### config.mk
export PLATFORM = sky130hd
export DESIGN_NAME = bl_pwm_fader
export DESIGN_NICKNAME = d
export VERILOG_FILES = /design/src/rtl/bl_pkg.sv /design/src/rtl/bl_fade_channel.sv /design/src/rtl/bl_pwm_fader.sv
export SDC_FILE = /design/constraint.sdc
export NUM_CORES = 1
export LEC_CHECK = 0
export ABC_CLOCK_PERIOD_IN_PS = 5990
export CORE_MARGIN = 2
export CORE_UTILIZATION = 63
export DETAILED_ROUTE_END_ITERATION = 7
export GPL_ROUTABILITY_DRIVEN = 0
export PLACE_DENSITY = 0.89
export SLEW_MARGIN = 20
export SYNTH_ARGS = -nofsm -noshare
export SYNTH_HDL_FRONTEND = slang
export SYNTH_SLANG_ARGS = --single-unit
### constraint.sdc
create_clock -name clk -period 5.99 [get_ports clk]
set_clock_uncertainty 0.15 [all_clocks]
set_input_delay 1.797 -clock clk [delete_from_list [all_inputs] [get_ports clk]]
set_output_delay 1.797 -clock clk [all_outputs]
set_load 0.03 [all_outputs]
### src/rtl/bl_pkg.sv
// ==== bl_pkg : shared constants, types and helpers for the backlight PWM fader | rev 1.0 ====
`default_nettype none

package bl_pkg;

   localparam int MAX_LEVEL    = 100;
   localparam int DEF_PERIOD   = 1000;
   localparam int DEF_FADE_DIV = 4;
   localparam int LEVEL_W      = 7;

   typedef logic [LEVEL_W-1:0] level_t;

   typedef enum logic [1:0] {
      FADE_HOLD = 2'd0,
      FADE_UP   = 2'd1,
      FADE_DOWN = 2'd2
   } fade_dir_e;

   // Requested levels above full scale saturate rather than wrap.
   function automatic level_t clamp_level(input logic [7:0] lvl);
      if (lvl > 8'(MAX_LEVEL)) begin
         return level_t'(MAX_LEVEL);
      end
      return lvl[LEVEL_W-1:0];
   endfunction

   function automatic fade_dir_e fade_dir(input level_t cur, input level_t tgt);
      if (cur < tgt) begin
         return FADE_UP;
      end
      if (cur > tgt) begin
         return FADE_DOWN;
      end
      return FADE_HOLD;
   endfunction

endpackage

`default_nettype wire

### src/rtl/bl_fade_channel.sv
// ==== bl_fade_channel : per-channel target/current level, threshold latch and PWM compare | rev 1.0 ====
`default_nettype none

module bl_fade_channel
   import bl_pkg::*;
#(
   parameter int PERIOD     = DEF_PERIOD,
   parameter int CW         = $clog2(DEF_PERIOD + 1),
   parameter bit ACTIVE_LOW = 1'b0
) (
   input  logic          clk,
   input  logic          rst_n,
   input  logic          i_wr,
   input  level_t        i_wr_level,
   input  logic          i_fade_en,
   input  logic          i_tick,
   input  logic          i_fade_step,
   input  logic [CW-1:0] i_cnt,
   output logic          o_pwm,
   output logic          o_settled
);

   localparam logic [CW-1:0] c_STEP = CW'(PERIOD / MAX_LEVEL);

   level_t        r_target;
   level_t        r_cur;
   logic [CW-1:0] r_thr;
   logic          r_pwm;
   logic          r_settled;

   level_t        w_cur_nxt;
   logic [CW-1:0] w_thr_nxt;
   fade_dir_e     w_dir;

   always_comb begin
      w_dir     = fade_dir(r_cur, r_target);
      w_cur_nxt = r_cur;
      if (!i_fade_en) begin
         w_cur_nxt = r_target;
      end else if (i_fade_step) begin
         case (w_dir)
            FADE_UP:   w_cur_nxt = r_cur + level_t'(1);
            FADE_DOWN: w_cur_nxt = r_cur - level_t'(1);
            default:   w_cur_nxt = r_cur;
         endcase
      end
      // Largest product is MAX_LEVEL * c_STEP == PERIOD, which fits in CW bits.
      w_thr_nxt = CW'(w_cur_nxt) * c_STEP;
   end

   always_ff @(posedge clk or negedge rst_n) begin
      if (!rst_n) begin
         r_target  <= '0;
         r_cur     <= '0;
         r_thr     <= '0;
         r_pwm     <= ACTIVE_LOW;
         r_settled <= 1'b1;
      end else begin
         if (i_wr) begin
            r_target <= i_wr_level;
         end
         // Level and threshold move together only at the period boundary.
         if (i_tick) begin
            r_cur <= w_cur_nxt;
            r_thr <= w_thr_nxt;
         end
         r_pwm     <= (i_cnt < r_thr) ^ ACTIVE_LOW;
         r_settled <= (r_cur == r_target);
      end
   end

   assign o_pwm     = r_pwm;
   assign o_settled = r_settled;

endmodule

`default_nettype wire

### src/rtl/bl_pwm_fader.sv
// ==== bl_pwm_fader : multi-channel backlight PWM with jump or linear fade to target | rev 1.0 ====
`default_nettype none

module bl_pwm_fader
   import bl_pkg::*;
#(
   parameter int NUM_CH     = 4,
   parameter int PERIOD     = DEF_PERIOD,
   parameter int FADE_DIV   = DEF_FADE_DIV,
   parameter bit ACTIVE_LOW = 1'b0
) (
   input  logic              clk,
   input  logic              reset_n,
   input  logic              wr_valid,
   input  logic [2:0]        wr_ch,
   input  logic [7:0]        wr_level,
   input  logic              fade_en,
   output logic [NUM_CH-1:0] pwm_out,
   output logic [NUM_CH-1:0] settled,
   output logic              period_tick
);

   localparam int            CW          = $clog2(PERIOD + 1);
   localparam logic [CW-1:0] c_CNT_LAST  = CW'(PERIOD - 1);
   localparam logic [7:0]    c_FDIV_LAST = 8'(FADE_DIV - 1);

   logic [CW-1:0] r_cnt;
   logic [7:0]    r_fdiv;

   logic          w_tick;
   logic          w_fade_step;
   level_t        w_wr_level;

   assign w_tick      = (r_cnt == c_CNT_LAST);
   assign w_fade_step = w_tick && (r_fdiv == c_FDIV_LAST);
   assign w_wr_level  = clamp_level(wr_level);

   always_ff @(posedge clk or negedge reset_n) begin
      if (!reset_n) begin
         r_cnt <= '0;
      end else if (w_tick) begin
         r_cnt <= '0;
      end else begin
         r_cnt <= r_cnt + CW'(1);
      end
   end

   // Counts period ticks; every FADE_DIV-th tick lets all channels step once.
   always_ff @(posedge clk or negedge reset_n) begin
      if (!reset_n) begin
         r_fdiv <= '0;
      end else if (w_tick) begin
         if (r_fdiv == c_FDIV_LAST) begin
            r_fdiv <= '0;
         end else begin
            r_fdiv <= r_fdiv + 8'd1;
         end
      end
   end

   assign period_tick = w_tick;

   for (genvar gi = 0; gi < NUM_CH; gi++) begin : g_ch
      logic w_wr_sel;

      assign w_wr_sel = wr_valid && (wr_ch == 3'(gi));

      bl_fade_channel #(
         .PERIOD     (PERIOD),
         .CW         (CW),
         .ACTIVE_LOW (ACTIVE_LOW)
      ) u_ch (
         .clk         (clk),
         .rst_n       (reset_n),
         .i_wr        (w_wr_sel),
         .i_wr_level  (w_wr_level),
         .i_fade_en   (fade_en),
         .i_tick      (w_tick),
         .i_fade_step (w_fade_step),
         .i_cnt       (r_cnt),
         .o_pwm       (pwm_out[gi]),
         .o_settled   (settled[gi])
      );
   end

endmodule

`default_nettype wire

Yosys cells after proc, flatten, opt, wreduce, memory -nomap -nowiden
Index checks and enable logic that the tools add are counted.
{ "word_totals": {"reg_bits": 118, "input_bits": 15} }
{ "classes": {"magnitude_cmp": 13, "reduce_logical": 6, "n_mul": 4, "add_sub_neg": 10, "mux": 45, "n_eq_ne": 17} }
{ "ops": {"columns": ["operator", "count"], "rows": [
  ["$mux W7", 10],
  ["$pmux W7 S2", 4],
  ["$lt A10 B10 Y1", 4],
  ["$mul A7 B3 Y9 const B", 4],
  ["$mux W2", 16],
  ["$add A7 B1 Y7 const B", 4],
  ["$eq A7 B7 Y1", 4],
  ["$gt A7 B7 Y1", 4],
  ["$lt A7 B7 Y1", 4],
  ["$sub A7 B1 Y7 const B", 4],
  ["$mux W1", 13],
  ["$add A10 B1 Y10 const B", 1],
  ["$eq A10 B10 Y1 const B", 1],
  ["$mux W10", 1],
  ["$add A8 B1 Y8 const B", 1],
  ["$eq A2 B1 Y1 const B", 4],
  ["$eq A2 B2 Y1 const B", 4],
  ["$eq A8 B2 Y1 const B", 1],
  ["$gt A8 B7 Y1 const B", 1],
  ["$mux W8", 1],
  ["$eq A3 B2 Y1 const B", 2],
  ["$logic_and A1 B1 Y1", 5],
  ["$eq A3 B1 Y1 const B", 1],
  ["$logic_not A3 Y1", 1]
]} }

Logic depth before layout (Yosys ltp)
{ "depth": {"depth_word": 10, "ltp_mapped": 23, "ltp_nobuf": 23} }

By module
From an unflattened synthesis, not the netlist that was laid out.
{ "unflattened": {"hier_cells": 880, "area_unflattened_um2": 8373.0} }
{ "modules_own_cells": {"columns": ["mod", "seq_area_each_um2", "instances", "area_each_um2", "cells_each"], "rows": [
  ["bl_fade_channel at g_ch[1].u_ch ...", 576.8, 3, 1853.0, 196],
  ["bl_fade_channel at g_ch[0].u_ch", 576.8, 1, 1804.2, 191],
  ["bl_pwm_fader", 450.4, 1, 1009.7, 101]
]} }

Worst setup path after synthesis
OpenSTA, ideal clock, no wires.
{ "synth_path": {"path_kind": "input port to flip-flop", "start": "in fade_en", "end": "reg g_ch[2].u_ch.r_thr[9]", "setup_ns": 0.124, "path_slack_ns": 1.399, "cell_stages": 13, "arrival_time_ns": 4.318, "cell_sequence": "buf_1 -> clkbuf_1 -> clkbuf_1 -> a21oi_1 -> ha_1 -> ha_1 -> a21o_1 -> a21oi_1 -> o21ai_0 -> xnor2_1 -> nor3_1 -> a21oi_1 -> o21ai_1"} }
{ "synth_between": {"elab_chain_len": 2} }
{ "synth_lines": {"columns": ["element", "line", "text"], "rows": [
  ["start, declared", "bl_pwm_fader.sv:17", "input logic fade_en,"],
  ["$mux W7", "bl_fade_channel.sv:38", "if (!i_fade_en) begin"],
  ["via g_ch[2].u_ch.w_cur_nxt[2]", "bl_fade_channel.sv:31", "level_t w_cur_nxt;"],
  ["$mul A7 B3 Y9", "bl_fade_channel.sv:48", "w_thr_nxt = CW'(w_cur_nxt) * c_STEP;"],
  ["end signal, assigned", "bl_fade_channel.sv:65", "r_thr <= w_thr_nxt;"],
  ["end, declared", "bl_fade_channel.sv:27", "logic [CW-1:0] r_thr;"]
]} }
The timed path passes the listed nets, and every way through them passes these cells.
A chain may end at the register's enable or synchronous reset.

Worst setup path in the final report
{ "layout_path": {"start": "reg g_ch[1].u_ch.r_target[6]", "end": "reg g_ch[1].u_ch.r_thr[8]"} }
{ "layout_between": {"elab_chain_len": 10, "word_cells_on_any_way": 14, "cone_classes": "mul (1); order compare (2); eq/ne (2); mux (9)"} }
{ "layout_lines": {"columns": ["element", "line", "text"], "rows": [
  ["start, declared", "bl_fade_channel.sv:25", "level_t r_target;"],
  ["start signal, assigned", "bl_fade_channel.sv:60", "r_target <= i_wr_level;"],
  ["$gt A7 B7 Y1", "bl_pkg.sv:31", "if (cur > tgt) begin"],
  ["$mux W1 (2 in series)", "bl_pkg.sv:31", null],
  ["$mux W2", "bl_pkg.sv:34", "return FADE_HOLD;"],
  ["$mux W2", "bl_pkg.sv:31", null],
  ["$eq A2 B2 Y1 / $eq A2 B1 Y1 (equally long branches)", "bl_fade_channel.sv:41", "case (w_dir)"],
  ["$pmux W7 S2", "bl_fade_channel.sv:41", null],
  ["$mux W7", "bl_fade_channel.sv:40", "end else if (i_fade_step) begin"],
  ["$mux W7 (*)", "bl_fade_channel.sv:38", null],
  ["via g_ch[1].u_ch.w_cur_nxt[6]", "bl_fade_channel.sv:31", null],
  ["$mul A7 B3 Y9 (*)", "bl_fade_channel.sv:48", null],
  ["end signal, assigned", "bl_fade_channel.sv:65", null],
  ["end, declared", "bl_fade_channel.sv:27", null]
]} }
The timed path passes the listed nets; every way through them passes the cells marked *. The select of a mux whose other input is x is not followed.

==> metrics.txt <==
r2r startpoint g_ch[1].u_ch.r_target[6]; highest ir drop seen on vdd 0.240 mV; area share of the largest cell type after synthesis 0.327; async set or reset register ratio after synthesis 1.00; non-filler instance count after layout 1097; Mapped Avg Cell Area 8.88 um2; Maximum Capacitance Violations 0; worst slack, placed 1.03 ns; area of the die 0.0138 mm2; wire length of the first global-routing pass 31.4 mm; number of synthesized flops with an enable pin 0; Worst Hold Slack 0.331 ns; cell types occupying the most area after synthesis sky130_fd_sc_hd__dfrtp_1 33%, sky130_fd_sc_hd__ha_1 19%, sky130_fd_sc_hd__a21oi_1 6.2%; Internal Power 0.00122 W; switching portion of total power 0.307; H-tree depth 3; fill cell count 931; first-pass detailed-route iteration total 5; start point of the critical path g_ch[1].u_ch.r_target[6]; total global routing overflow 0; number of antenna violations at the first check in global routing 0; Total Negative Setup Slacks 0 ns; TritonCTS clock tree yes; number of failing setup endpoints in the final timing report 0; buffers added on ports 23; number of placed I/O pins 24; number of cells after detailed placement 1081; final worst slack 0.808 ns; post-synth cell types 57; slew of the pin with the lowest slew margin 1.07 ns; post-layout net count 1064; yosys warns 0; layout cells sized above 1 0.0530; Pwr per Cell Area 202 mW/mm2; top_reg_cell synth sky130_fd_sc_hd__dfrtp_1; register clock-pin slew on the reported worst setup and hold paths 0.07 ns; critical path start-end classification reg2reg; capturing element type of the critical path flop; number of DRC violations after detailed-routing iteration 0 490; global-route usage over all layers 0.280; DRC Markers 0; routed length per instance 17.0 um; Final ANT Viol Nets 0; Gates resized, CTS repair 0; number of buffers on the longest clock path 2; antenna fix cells 0; power share of the sequential group 0.464; critical path launch point type flop; post-CTS setup buffers 0; mapped cell area 0.00810 mm2; Crit Path Max Fanout 7; worst slew margin relative to its limit 0.283; required time worst endpoint 6.07 ns; combinational share of power 0.211; hold-fix buffer count after cts 0; via count of the first global-routing pass 6590; Seq/Total Area, Yosys 0.340; #FFs+latches synth 110; placed wire-length estimate after detailed placement 13.4 mm; count of endpoints failing hold in the final timing report 0; CTS buffer count 9; pin count of the biggest net entering global routing 76; std cell rows 41; clock sinks 110; final max-slew violation count 0; area added between synthesis and finish 7.55%; unrepaired setup endpoints after global routing false; Min-Delay Path Class reg2reg; post-route core utilization 0.693; via/cell ratio 6.01; Die Ht 117 um; horizontal die dimension 117 um; cell type contributing the most total cell area after synthesis sky130_fd_sc_hd__dfrtp_1; Mapped Nets 1056; shortest clock period the worst path allows after layout 5.18 ns; switching power 0.000541 W; FMAX 0.193 GHz; Starting Density 0.645; total vias in the final route 6589; core region area 0.0126 mm2; clock network power share 0.326; Min-Delay Startpoint g_ch[0].u_ch.r_thr[8]; final period utilization 0.865; final WL 18.7 mm; library cell used as clock root buffer sky130_fd_sc_hd__clkbuf_16; latest clock arrival within the worst-skew pair 0.36 ns; critical path data arrival time 5.26 ns; leakage component of the power 4.38 nW; outcome finished, final reports clean; count of mapped cells out of synthesis 912
[kinds of logic after synthesis]
logic type | Yosys count | share of synthesized area
AO/OA/AOI/OAI | 269 | 0.197
AND/OR/NAND/NOR | 231 | 0.129
adder cells (fa/ha/maj) | 129 | 0.207
flip-flops | 110 | 0.340
buffers and inverters | 109 | 0.0544
XOR/XNOR | 49 | 0.0530
multiplexers | 15 | 0.0198
[cells in the mapped netlist, types with 2 or more instances]
cell and number:
sky130_fd_sc_hd__clkbuf_1 22, sky130_fd_sc_hd__nand2_1 86, sky130_fd_sc_hd__a211oi_1 8, sky130_fd_sc_hd__a31oi_1 10, sky130_fd_sc_hd__nor3_1 6, sky130_fd_sc_hd__o21ai_1 3
sky130_fd_sc_hd__a21oi_1 101, sky130_fd_sc_hd__o221a_2 2, sky130_fd_sc_hd__nor2_1 77, sky130_fd_sc_hd__o21ai_0 74, sky130_fd_sc_hd__xor2_1 19, sky130_fd_sc_hd__fa_1 8
sky130_fd_sc_hd__dfrtp_1 106, sky130_fd_sc_hd__inv_1 75, sky130_fd_sc_hd__buf_4 8, sky130_fd_sc_hd__nand3b_1 3, sky130_fd_sc_hd__o21a_1 3, sky130_fd_sc_hd__dfstp_2 4
sky130_fd_sc_hd__nand3_1 21, sky130_fd_sc_hd__buf_1 2, sky130_fd_sc_hd__o211a_1 4, sky130_fd_sc_hd__and2_1 7, sky130_fd_sc_hd__mux2i_1 7, sky130_fd_sc_hd__nand4_1 5
sky130_fd_sc_hd__ha_1 121, sky130_fd_sc_hd__a21o_1 20, sky130_fd_sc_hd__o22ai_1 24, sky130_fd_sc_hd__nand2b_1 5, sky130_fd_sc_hd__xnor2_1 30, sky130_fd_sc_hd__o21bai_1 7
sky130_fd_sc_hd__mux2_2 8, sky130_fd_sc_hd__nor2b_1 9, sky130_fd_sc_hd__and3_1 3
[area by class of cell]
type / instances / area (um2) / share of cell area
flip-flops and latches: 110 / 2760 / 0.316
clock inverters: 5 / 33.8 / 0.00388
well taps: 172 / 215 / 0.0247
clock buffers: 11 / 243 / 0.0279
multi-input cells: 693 / 4900 / 0.563
inverters: 76 / 285 / 0.0327
repair buffers: 30 / 275 / 0.0316
[worst paths after layout]
path                                          end  slack, ns  cells past startpoint
max                         g_ch[1].u_ch.r_thr[8]       0.81                     18
min                         g_ch[0].u_ch.r_thr[8]       0.33                      2
max reg2reg                 g_ch[1].u_ch.r_thr[8]       0.81                     18
min reg2reg                 g_ch[0].u_ch.r_thr[8]       0.33                      2
max in group asynchronous  g_ch[1].u_ch.o_settled       3.19                      2
min in group asynchronous      g_ch[0].u_ch.o_pwm       1.42                      1
[registers in the layout (all words and copies together) (netlist names)]
register and count:
r_cnt 10, g_ch.u_ch.o_settled 4, r_fdiv 8, g_ch.u_ch.r_target 28
g_ch.u_ch.r_cur 28, g_ch.u_ch.r_thr 28, g_ch.u_ch.o_pwm 4
[power groups by stage]
| stage | clock, W | sequential, W | combinational (W) |
|---|---|---|---|
| final | 0.000575 | 0.000818 | 0.000371 |
| after global routing | 0.000612 | 0.000820 | 0.000419 |
| after CTS | 0.000582 | 0.000815 | 0.000369 |
| after detailed placement | 0 | 0.000829 | 0.000363 |
| after global placement | 0 | 0.000827 | 0.000346 |
| after floorplan | 0 | 0.000816 | 0.000268 |
[cell usage in the layout, fill, tap and decap left out, drive strengths merged, types with 23 or more instances in the layout]
master	n
a21oi	102
dfrtp	106
ha	121
inv	77
nand2	86
nand3	23
nor2	78
o21ai	77
o22ai	24
xnor2	30
[worst max-delay path, stage by stage, from the launching register on]
cell and delay, ns:
sky130_fd_sc_hd__dfrtp_1 0.42, sky130_fd_sc_hd__inv_1 0.06, sky130_fd_sc_hd__ha_1 0.32, sky130_fd_sc_hd__nand4_1 0.14, sky130_fd_sc_hd__a21o_1 0.22, sky130_fd_sc_hd__a21oi_1 0.58
sky130_fd_sc_hd__ha_1 0.41, sky130_fd_sc_hd__a211oi_1 0.33, sky130_fd_sc_hd__o21bai_1 0.17, sky130_fd_sc_hd__a2111oi_2 0.42, sky130_fd_sc_hd__a22oi_1 0.15, sky130_fd_sc_hd__xnor2_1 0.18
sky130_fd_sc_hd__mux2i_1 0.27, sky130_fd_sc_hd__inv_1 0.08, sky130_fd_sc_hd__ha_1 0.29, sky130_fd_sc_hd__ha_1 0.35, sky130_fd_sc_hd__a21oi_1 0.19, sky130_fd_sc_hd__xor2_1 0.21
sky130_fd_sc_hd__o21ai_0 0.10
[per-stage QoR]
stage	total power (W)	instance area (um2)
after global placement	0.00117	8440
after CTS	0.00177	8710
after detailed placement	0.00119	8440
final	0.00176	8710
after floorplan	0.00108	8100
after global routing	0.00185	8710
[layer usage]
metal	up-vias	share of wire	global-route usage
li1	3210	-	-
met1	3128	0.44	0.370
met2	203	0.47	0.458
met3	48	0.058	0.0540
met4	0	0.028	0.109
met5	-	0	0
Power figures use the tool's default switching activity.
